$ cat src/rtl/fir_sample_feeder_if.sv
`default_nettype none
// ============================================================================
// Module      : fir_sample_feeder_if
// Description : Signal bundle between the FIR sample feeder and its
//               surroundings: upstream sample stream, FIR core sample/result
//               handshake, downstream result stream and status flags.
//               master modport : the feeder itself
//               slave modport  : sample source / FIR core / result sink
// Revision    : 1.0 - initial release
// ============================================================================
interface fir_sample_feeder_if #(
  parameter int DATA_W = 16,
  parameter int OUT_W  = 38
);
  // upstream sample stream
  logic [DATA_W-1:0] s_data;
  logic              s_valid;
  logic              s_ready;
  // FIR core side
  logic [DATA_W-1:0] fir_input;
  logic              fir_input_valid;
  logic [OUT_W-1:0]  fir_output;
  logic              fir_output_valid;
  // downstream result stream
  logic [OUT_W-1:0]  m_data;
  logic              m_valid;
  logic              m_ready;
  // status
  logic              busy;
  logic              timeout_err;

  modport master (
    input  s_data, s_valid, fir_output, fir_output_valid, m_ready,
    output s_ready, fir_input, fir_input_valid, m_data, m_valid, busy, timeout_err
  );

  modport slave (
    output s_data, s_valid, fir_output, fir_output_valid, m_ready,
    input  s_ready, fir_input, fir_input_valid, m_data, m_valid, busy, timeout_err
  );
endinterface
`default_nettype wire

$ cat src/rtl/fir_sample_feeder.sv
`default_nettype none
// ============================================================================
// Module      : fir_sample_feeder
// Description : Initiator-side driver for the FIR sample interface. Buffers
//               upstream samples in a small FIFO, issues one sample at a time
//               to the FIR as a single-cycle valid pulse, waits for the FIR
//               result, and holds it on a downstream valid/ready stream until
//               accepted. At most one sample is in flight.
// Ports       : clk   - rising-edge clock
//               rst_n - asynchronous active-low reset
//               bus   - fir_sample_feeder_if.master (s_* upstream, fir_*
//                       FIR core, m_* downstream, busy, timeout_err)
// Parameters  : DATA_W, OUT_W, FIFO_DEPTH (power of two >= 2), TIMEOUT
// Options     : FIR_FEEDER_WATCHDOG_EN - when defined, a WAIT lasting TIMEOUT
//               cycles without a FIR result drops the sample, pulses
//               timeout_err and returns to IDLE. When undefined, WAIT never
//               expires and timeout_err is tied low.
// Revision    : 1.0 - initial release
// ============================================================================
module fir_sample_feeder #(
  parameter int DATA_W     = 16,
  parameter int OUT_W      = 38,
  parameter int FIFO_DEPTH = 4,
  parameter int TIMEOUT    = 255
) (
  input  wire logic          clk,
  input  wire logic          rst_n,
  fir_sample_feeder_if.master bus
);

  localparam int AW = (FIFO_DEPTH > 1) ? $clog2(FIFO_DEPTH) : 1;
  localparam int CW = $clog2(FIFO_DEPTH + 1);

  // Reject configurations the pointer arithmetic cannot handle.
  if (FIFO_DEPTH < 2 || (FIFO_DEPTH & (FIFO_DEPTH - 1)) != 0 || TIMEOUT < 1) begin : g_cfg_error
    $error("fir_sample_feeder: FIFO_DEPTH must be a power of two >= 2 and TIMEOUT >= 1");
  end

  typedef enum logic [1:0] {
    IDLE  = 2'd0,
    ISSUE = 2'd1,
    WAIT  = 2'd2,
    HOLD  = 2'd3
  } state_t;

  // --------------------------------------------------------------------------
  // Registers
  // --------------------------------------------------------------------------
  state_t            state_q;
  logic              rst_released_q;
  logic [DATA_W-1:0] mem_q [FIFO_DEPTH];
  logic [AW-1:0]     wr_ptr_q;
  logic [AW-1:0]     rd_ptr_q;
  logic [CW-1:0]     count_q;
  logic [CW-1:0]     count_d;
  logic [DATA_W-1:0] fir_input_q;
  logic              fir_input_valid_q;
  logic [OUT_W-1:0]  m_data_q;
  logic              m_valid_q;
  logic              busy_q;

  // --------------------------------------------------------------------------
  // FIFO control
  // --------------------------------------------------------------------------
  logic fifo_full;
  logic fifo_empty;
  logic push;
  logic pop;
  logic s_ready;

  assign fifo_full  = (count_q == CW'(FIFO_DEPTH));
  assign fifo_empty = (count_q == '0);
  // Readiness depends only on the registered fill level, so a pop in the
  // same cycle never lets a full FIFO accept a sample.
  assign s_ready    = !fifo_full && rst_released_q;
  assign push       = bus.s_valid && s_ready;
  // The head is consumed on the edge that moves IDLE -> ISSUE.
  assign pop        = (state_q == IDLE) && !fifo_empty;

  always_comb begin
    count_d = count_q;
    case ({push, pop})
      2'b10:   count_d = count_q + CW'(1);
      2'b01:   count_d = count_q - CW'(1);
      default: count_d = count_q;
    endcase
  end

  // Storage needs no reset: the pointers and fill level define validity.
  always_ff @(posedge clk) begin
    if (push) begin
      mem_q[wr_ptr_q] <= bus.s_data;
    end
  end

  always_ff @(posedge clk or negedge rst_n) begin
    if (!rst_n) begin
      rst_released_q <= 1'b0;
      wr_ptr_q       <= '0;
      rd_ptr_q       <= '0;
      count_q        <= '0;
    end else begin
      rst_released_q <= 1'b1;
      count_q        <= count_d;
      if (push) begin
        wr_ptr_q <= wr_ptr_q + AW'(1);
      end
      if (pop) begin
        rd_ptr_q <= rd_ptr_q + AW'(1);
      end
    end
  end

  // --------------------------------------------------------------------------
  // Issue / wait / hold sequencer
  // --------------------------------------------------------------------------
`ifdef FIR_FEEDER_WATCHDOG_EN
  // Counts completed WAIT cycles; expiry happens on the edge that would make
  // it reach TIMEOUT, so a sample gets exactly TIMEOUT WAIT cycles.
  localparam int TW = (TIMEOUT > 1) ? $clog2(TIMEOUT) : 1;
  logic [TW-1:0] wait_cnt_q;
  logic          timeout_err_q;
`endif

  always_ff @(posedge clk or negedge rst_n) begin
    if (!rst_n) begin
      state_q           <= IDLE;
      fir_input_q       <= '0;
      fir_input_valid_q <= 1'b0;
      m_data_q          <= '0;
      m_valid_q         <= 1'b0;
      busy_q            <= 1'b0;
`ifdef FIR_FEEDER_WATCHDOG_EN
      wait_cnt_q        <= '0;
      timeout_err_q     <= 1'b0;
`endif
    end else begin
      // Pulse outputs default low; they are raised for a single cycle below.
      fir_input_valid_q <= 1'b0;
`ifdef FIR_FEEDER_WATCHDOG_EN
      timeout_err_q     <= 1'b0;
`endif
      case (state_q)
        IDLE: begin
          if (!fifo_empty) begin
            // Load the sample together with the valid pulse so that both
            // are presented to the FIR during the ISSUE cycle; fir_input
            // then holds through WAIT and HOLD.
            fir_input_q       <= mem_q[rd_ptr_q];
            fir_input_valid_q <= 1'b1;
            busy_q            <= 1'b1;
            state_q           <= ISSUE;
          end
        end

        ISSUE: begin
`ifdef FIR_FEEDER_WATCHDOG_EN
          wait_cnt_q <= '0;
`endif
          state_q <= WAIT;
        end

        WAIT: begin
          // A result arriving on the expiry cycle is captured, not dropped.
          if (bus.fir_output_valid) begin
            m_data_q  <= bus.fir_output;
            m_valid_q <= 1'b1;
            busy_q    <= 1'b0;
            state_q   <= HOLD;
          end
`ifdef FIR_FEEDER_WATCHDOG_EN
          else if (wait_cnt_q == TW'(TIMEOUT - 1)) begin
            timeout_err_q <= 1'b1;
            busy_q        <= 1'b0;
            state_q       <= IDLE;
          end else begin
            wait_cnt_q <= wait_cnt_q + TW'(1);
          end
`endif
        end

        HOLD: begin
          if (bus.m_ready) begin
            m_valid_q <= 1'b0;
            state_q   <= IDLE;
          end
        end

        default: begin
          state_q <= IDLE;
        end
      endcase
    end
  end

  // --------------------------------------------------------------------------
  // Outputs
  // --------------------------------------------------------------------------
  assign bus.s_ready         = s_ready;
  assign bus.fir_input       = fir_input_q;
  assign bus.fir_input_valid = fir_input_valid_q;
  assign bus.m_data          = m_data_q;
  assign bus.m_valid         = m_valid_q;
  assign bus.busy            = busy_q;
`ifdef FIR_FEEDER_WATCHDOG_EN
  assign bus.timeout_err     = timeout_err_q;
`else
  assign bus.timeout_err     = 1'b0;
`endif

endmodule
`default_nettype wire

$ cat src/flat_wrapper.sv
// flat-port wrapper written by rule: the top's interface ports become plain ports
module fir_sample_feeder_flat 
#(
  parameter int DATA_W     = 16,
  parameter int OUT_W      = 38,
  parameter int FIFO_DEPTH = 4,
  parameter int TIMEOUT    = 255
)
  (clk, rst_n, bus_s_data, bus_s_valid, bus_fir_output, bus_fir_output_valid, bus_m_ready, bus_s_ready, bus_fir_input, bus_fir_input_valid, bus_m_data, bus_m_valid, bus_busy, bus_timeout_err);
  fir_sample_feeder_if #(.DATA_W(DATA_W), .OUT_W(OUT_W)) bus_i ();
  input  wire logic clk;
  input  wire logic rst_n;
  input wire logic [$bits(bus_i.s_data)-1:0] bus_s_data;
  input wire logic [$bits(bus_i.s_valid)-1:0] bus_s_valid;
  input wire logic [$bits(bus_i.fir_output)-1:0] bus_fir_output;
  input wire logic [$bits(bus_i.fir_output_valid)-1:0] bus_fir_output_valid;
  input wire logic [$bits(bus_i.m_ready)-1:0] bus_m_ready;
  output wire logic [$bits(bus_i.s_ready)-1:0] bus_s_ready;
  output wire logic [$bits(bus_i.fir_input)-1:0] bus_fir_input;
  output wire logic [$bits(bus_i.fir_input_valid)-1:0] bus_fir_input_valid;
  output wire logic [$bits(bus_i.m_data)-1:0] bus_m_data;
  output wire logic [$bits(bus_i.m_valid)-1:0] bus_m_valid;
  output wire logic [$bits(bus_i.busy)-1:0] bus_busy;
  output wire logic [$bits(bus_i.timeout_err)-1:0] bus_timeout_err;
  assign bus_i.s_data = bus_s_data;
  assign bus_i.s_valid = bus_s_valid;
  assign bus_i.fir_output = bus_fir_output;
  assign bus_i.fir_output_valid = bus_fir_output_valid;
  assign bus_i.m_ready = bus_m_ready;
  assign bus_s_ready = bus_i.s_ready;
  assign bus_fir_input = bus_i.fir_input;
  assign bus_fir_input_valid = bus_i.fir_input_valid;
  assign bus_m_data = bus_i.m_data;
  assign bus_m_valid = bus_i.m_valid;
  assign bus_busy = bus_i.busy;
  assign bus_timeout_err = bus_i.timeout_err;
  fir_sample_feeder #(.DATA_W(DATA_W), .OUT_W(OUT_W), .FIFO_DEPTH(FIFO_DEPTH), .TIMEOUT(TIMEOUT)) u_core (.clk(clk), .rst_n(rst_n), .bus(bus_i));
endmodule
$ cat config.mk
export PLATFORM = sky130hd
export DESIGN_NAME = fir_sample_feeder_flat
export DESIGN_NICKNAME = d
export VERILOG_FILES = /design/src/rtl/fir_sample_feeder_if.sv /design/src/rtl/fir_sample_feeder.sv /design/src/flat_wrapper.sv
export SDC_FILE = /design/constraint.sdc
export NUM_CORES = 1
export LEC_CHECK = 0
export ABC_AREA = 1
export CAP_MARGIN = 10
export CORE_MARGIN = 5
export CORE_UTILIZATION = 45
export CTS_CLUSTER_SIZE = 10
export DETAILED_ROUTE_END_ITERATION = 8
export PLACE_DENSITY = 0.78
export SYNTH_ARGS = -nofsm -noshare
export SYNTH_HDL_FRONTEND = slang
export SYNTH_SLANG_ARGS = --single-unit
$ cat constraint.sdc
create_clock -name clk -period 1.8 [get_ports clk]
set_clock_uncertainty 0.1 [all_clocks]
set_input_delay 0.45 -clock clk [delete_from_list [all_inputs] [get_ports clk]]
set_output_delay 0.45 -clock clk [all_outputs]
set_load 0.02 [all_outputs]
Yosys cells after proc, flatten, opt, wreduce, memory -nomap -nowiden:

Memory sizes are Yosys's and may differ from the RTL's. A register that Yosys moved wholly into a read port is not among the register bits.
Cells that the tools add are included.

* reductions and logical operators: 16
* add/subtract/negate cells: 4
* eq/ne operators: 9
* bitwise logic cells: 1
* multiplexer cells: 15

Operators by type and width (number)
* $reduce_and A3 Y1: 3
* $mux W1: 8
* $pmux W2 S4: 1
* $eq A2 B2 Y1 const B: 3
* $mux W2: 3
* $ne A2 B2 Y1 const B: 3
* $pmux W3 S2: 1
* $reduce_bool A2 Y1: 3
* $add A2 B1 Y2 const B: 2
* $eq A2 B1 Y1 const B: 2
* $pmux W1 S2: 2
* $reduce_and A2 Y1: 2
* $add A3 B1 Y3 const B: 1
* $eq A3 B3 Y1 const B: 1
* $logic_and A1 B1 Y1: 3
* $logic_not A1 Y1: 3
* $logic_not A3 Y1: 1
* $sub A3 B1 Y3 const B: 1
* $logic_not A2 Y1: 1
* $not A1 Y1: 1

* register bits after elaboration: 51
* output and inout port bits: 59
* bits in writable memories: 64
* logic and storage cells: 55
* memories: 1

Memories
* u_core.mem_q: words 4, width 16, read ports 1, clocked after Yosys merged registers in 1, write ports 1, line fir_sample_feeder.sv:51 `logic [DATA_W-1:0] mem_q [FIFO_DEPTH];`

Logic depth before layout (Yosys ltp):

* word-level depth: 6
* depth in mapped cells: 12
* gate-level depth less buffers: 11

Least setup slack after synthesis:

No wires, ideal clock.

* kind: reg2reg
* start point: register u_core.state_q[0]
* end point: register u_core.count_q[2]
* path buffers: 1
* arrival: 1.820 ns
* setup time: 0.123 ns
* path slack: -0.244 ns
* required time: 1.577 ns
* cell stages (with the launch flop): 12
* clock period less this slack: 2.044 ns
* cell sequence: dfrtp_1 -> inv_1 -> ha_1 -> nand2_2 -> inv_2 -> buf_6 -> ha_1 -> inv_1 -> fa_1 -> nand2_1 -> nand3_1 -> xor2_1

* cells in the longest elaborated chain, start to end: 4

RTL lines
* from (decl): line fir_sample_feeder.sv:49 `state_t state_q;`
* from (signal assigned): line fir_sample_feeder.sv:127 `state_q <= IDLE;`
* from (signal assigned): line fir_sample_feeder.sv:152 `state_q <= ISSUE;`
* from (signal assigned): line fir_sample_feeder.sv:160 `state_q <= WAIT;`
* $logic_not A2 Y1 *: line fir_sample_feeder.sv:78 `assign pop = (state_q == IDLE) && !fifo_empty;`
* $logic_and A1 B1 Y1 *: line fir_sample_feeder.sv:78
* via u_core.pop: line fir_sample_feeder.sv:68 `logic pop;`
* $eq A2 B1 Y1 / $eq A2 B2 Y1 (equally long branches): line fir_sample_feeder.sv:82 `case ({push, pop})`
* $pmux W3 S2 / $reduce_bool A2 Y1 (equally long branches)
* to (signal assigned): line fir_sample_feeder.sv:104 `count_q <= count_d;`
* to (decl): line fir_sample_feeder.sv:54 `logic [CW-1:0] count_q;`

Mark *: on every way through the listed nets, which the timed path passes. The rest lies on a longest branch.
A chain may end at the register's enable or synchronous reset.

Worst setup path after layout:

* start point: register u_core.count_q[1]
* end point: register u_core.count_q[2]

* cells in the longest elaborated chain, start to end: 6

RTL lines
* $eq A3 B3 Y1: line fir_sample_feeder.sv:71 `assign fifo_full = (count_q == CW'(FIFO_DEPTH));`
* $logic_not A1 Y1: line fir_sample_feeder.sv:75 `assign s_ready = !fifo_full && rst_released_q;`
* $logic_and A1 B1 Y1: line fir_sample_feeder.sv:75
* $logic_and A1 B1 Y1: line fir_sample_feeder.sv:76 `assign push = bus.s_valid && s_ready;`
* $eq A2 B1 Y1 / $eq A2 B2 Y1 (equally long branches): line fir_sample_feeder.sv:82
* $pmux W3 S2 / $reduce_bool A2 Y1 (equally long branches)

Parallel ways exist; a longest one is shown, timed or not.

==> impl_metrics.toml <==
[outcome]
outcome = "complete, but fails checks"
failed_checks = "setup timing"

[routing]
vias = 4141
wl_per_cell_microns = 15.00
drc = 0
drt_iter0_markers = 200
drt-pass1-iter-count = 6
vias_per_cell = 4.727
ant_nets = 0
routed_wl_microns = 13140

[synthesis]
synth_simple_gate_area_share_pct = 22.51
yosys.area_share.xor_xnor_pct = 0.6346
yosys-top-cells-area = "edfxtp_1 (35%), dfrtp_1 (30%), nand2_1 (18%), inv_1 (5.6%), nand3_1 (3.4%)"
synth_top_family_by_area = "simple AND/OR/NAND/NOR gates"
ys.warnings.count = 0
synthCells = 573
synth_top_area_share_pct = 34.81
synth_cell_type_count = 24
ys_ff_latch = 131
seq_area_frac_synth_pct = 65.19
syn_area_per_cell_sq_um = 9.634
yosys-mux-area-fraction_pct = 0
syn_area_sq_um = 5520
yosys.area_share.adder_pct = 2.403
synthesis.nets = 642
synth-compound-area-share_pct = 0.4080
yosys.area.top_type = "edfxtp_1"

[grt]
grtUsageTotal_pct = 18.50
grt_pass1_vias = 4356
grt_pass1_wl_microns = 20980
use_met1_pct = 20.80
grt.busiest_layer = "met2"
grtUsageMet2_pct = 33.53
grt_max_degree = 68
gr-total-overflow = 0
met3_usage_pct = 4.350
antenna_found_initial = 0

[timing]
finalMaxSlewViolations = 0
setup_slack_ns = -0.03695
rsz0062_at_grt = "true"
slew_headroom_pct = 62.54
holdWs_ns = 0.3714
period_share_pct = 102.1
tightest_slew_ns = 0.5610
setup_violations = 2
period_minus_slack_ns = 1.837
timing.fmax_mhz = 544.4
hold_viol_final = 0

[pwr]
power-per-cell-area_nw_per_um2 = 1739
total_power_mw = 13.25
max-vdd-ir-drop_mv = 1.134
p_leak_nw = 3.845

[setup_path]
cp.buffers_inverters = 3
critPathArrivalTime_ns = 2.06
worstSetupPathType = "register to register"
critPathMaxFanout = 3
path_cells = "nor2_4 -> buf_6 -> nand2_4 -> nand3_4 -> ha_4 -> inv_4 -> fa_2 -> inv_2 -> nand2_2 -> nand3_2 -> xor2_1"
endpoint_kind = "register"
r2r_setup_slack_ns = -0.04
cp_slowest_cell = "dfrtp_1"
max_stage_delay_ns = 0.40
crit_required_ns = 2.03
critical-path-top-delay-family = "adder cells"
critPathLaunchType = "register"

[floorplanning]
io-pin-count = 118
dieWidth_microns = 120.8
rows = 40
start_util_pct = 45.96
die-area_sq_um = 14580
die_h_microns = 120.8
core-area_sq_um = 12010

[cts]
clock_latency_ns = 0.41
cts-htree-levels = 4
clockBufferDepth = 2
cts_made_buffers = 17
cts-root-buf = "clkbuf_16"
tritoncts = "built"
clock_sinks = 131
clk_pin_slew_ns = 0.05

[layout]
num_antenna_cells = 0
seq_area_sq_um = 3598
multi_input_area_sq_um = 1515
drive_gt1_share_pct = 11.39
fillers = 952
nets = 785
area_growth_pct = 38.06

[place]
portBuffers = 116
gp_congestion = 0.8178
place_ws_ns = -0.3369
place_hpwl_microns = 8852

[job]
maxCapViolCount = 0

[min_path]
min_path_type = "register to register"
==> sequential cells by signal (all words and copies together), names as in the netlist, 2 cells and up <==
signal,cells
u_core.mem_q,64
u_core.state_q,2
u_core.bus.m_data,38
u_core.bus.fir_input,16
u_core.rd_ptr_q,2
u_core.count_q,3
u_core.wr_ptr_q,2
==> power by group <==
part	internal [mW]	switching [mW]	leakage [nW]
sequential	4.03	0.456	1.41
combinational	1.97	3.19	2.13
clock	2.36	1.24	0.307
==> final cells by class <==
cell class	instances	area share, %
sequential	131	47.22
multi-input combinational	334	19.88
timing repair buffer	146	17.99
clock buffer	20	5.861
inverter	86	4.301
tap	147	2.413
clock inverter	12	2.331
==> final timing paths <==
path | start | end | cells past startpoint
worst max-delay path | u_core.count_q[1] | u_core.count_q[2] | 11
worst min-delay path | u_core.bus.m_data[21] | u_core.bus.m_data[21] | 2
worst max register to register | u_core.count_q[1] | u_core.count_q[2] | 11
worst min register to register | u_core.bus.m_data[21] | u_core.bus.m_data[21] | 2
max in group asynchronous | rst_n | u_core.bus.m_data[7] | 3
min in group asynchronous | rst_n | u_core.bus.m_data[2] | 3
==> Yosys cell counts <==
cell and count:
a21boi_0 1, buf_2 7, buf_4 9, buf_6 3, buf_8 1, clkbuf_1 2
conb_1 2, dfrtp_1 67, edfxtp_1 64, fa_1 1, ha_1 9, inv_1 82
inv_2 4, nand2_1 265, nand2_2 2, nand3_1 37, nand4_1 2, nor2_1 5
nor2_2 1, o21ai_0 3, or2_1 1, or2_2 1, xnor2_1 2, xor2_1 2
==> stage by stage <==
step / TNS (ns) / instance area [sq um] / std cells / utilization (%)
2_1_floorplan: -11.31 / 5540 / 573 / -
3_3_place_gp: -13.20 / 6944 / 837 / 57.81
3_5_place_dp: -16.71 / 6944 / 837 / 57.81
4_1_cts: -0.05212 / 7566 / 874 / 62.99
5_1_grt: -0.2510 / 7621 / 876 / 63.45
6_report: -0.06056 / 7621 / 876 / 63.45
==> logic make-up (layout without fill, tap and decap cells) <==
group                      count (synthesis)  count (layout)
AOI/OAI and AO/OA                          4               4
xor gates and xnor gates                   4               4
adders and majority gates                 10              10
buffers and inverters                    108             264
DFF                                      131             131
other                                      2               2
and+or+nand+nor                          314             314
==> routing by layer <==
| layer | part of all wire [%] | vias up |
|---|---|---|
| li1 | - | 2031 |
| met1 | 39 | 1975 |
| met2 | 54 | 114 |
| met3 | 5.1 | 21 |
| met4 | 1.8 | 0 |
| met5 | 0 | - |
==> cell usage in the layout, fill, tap and decap left out, types with 3 or more instances in the layout <==
cell | netlist | layout
clkdlybuf4s50_1 | 0 | 57
edfxtp_1 | 64 | 64
buf_12 | 0 | 4
nor2_2 | 1 | 3
dfrtp_1 | 67 | 67
ha_1 | 9 | 7
inv_6 | 0 | 3
nand3_1 | 37 | 35
inv_2 | 4 | 6
buf_4 | 9 | 23
nand2_1 | 265 | 262
inv_1 | 82 | 78
clkbuf_16 | 0 | 17
dlygate4sd2_1 | 0 | 57
buf_6 | 3 | 3
bufinv_16 | 0 | 4
nand2_2 | 2 | 3
==> timing repair <==
| item | in CTS | in global routing |
|---|---|---|
| endpoints found under the hold margin | 67 | 0 |
| setup endpoints to repair | 60 | 60 |
| pin swaps | 3 | 8 |
| hold buffers | 1 | 0 |
| setup buffers | 4 | 2 |
| resized for setup | 70 | 13 |
==> worst register-to-register path: cells and delay by family (launching register included) <==
family                     cells  cell delay, ns
xor gates and xnor gates       1            0.15
adders and majority gates      2            0.52
buffers and inverters          3            0.23
DFF                            1            0.40
and+or+nand+nor                5            0.36
No activity file was read; power rests on OpenSTA's default activity.
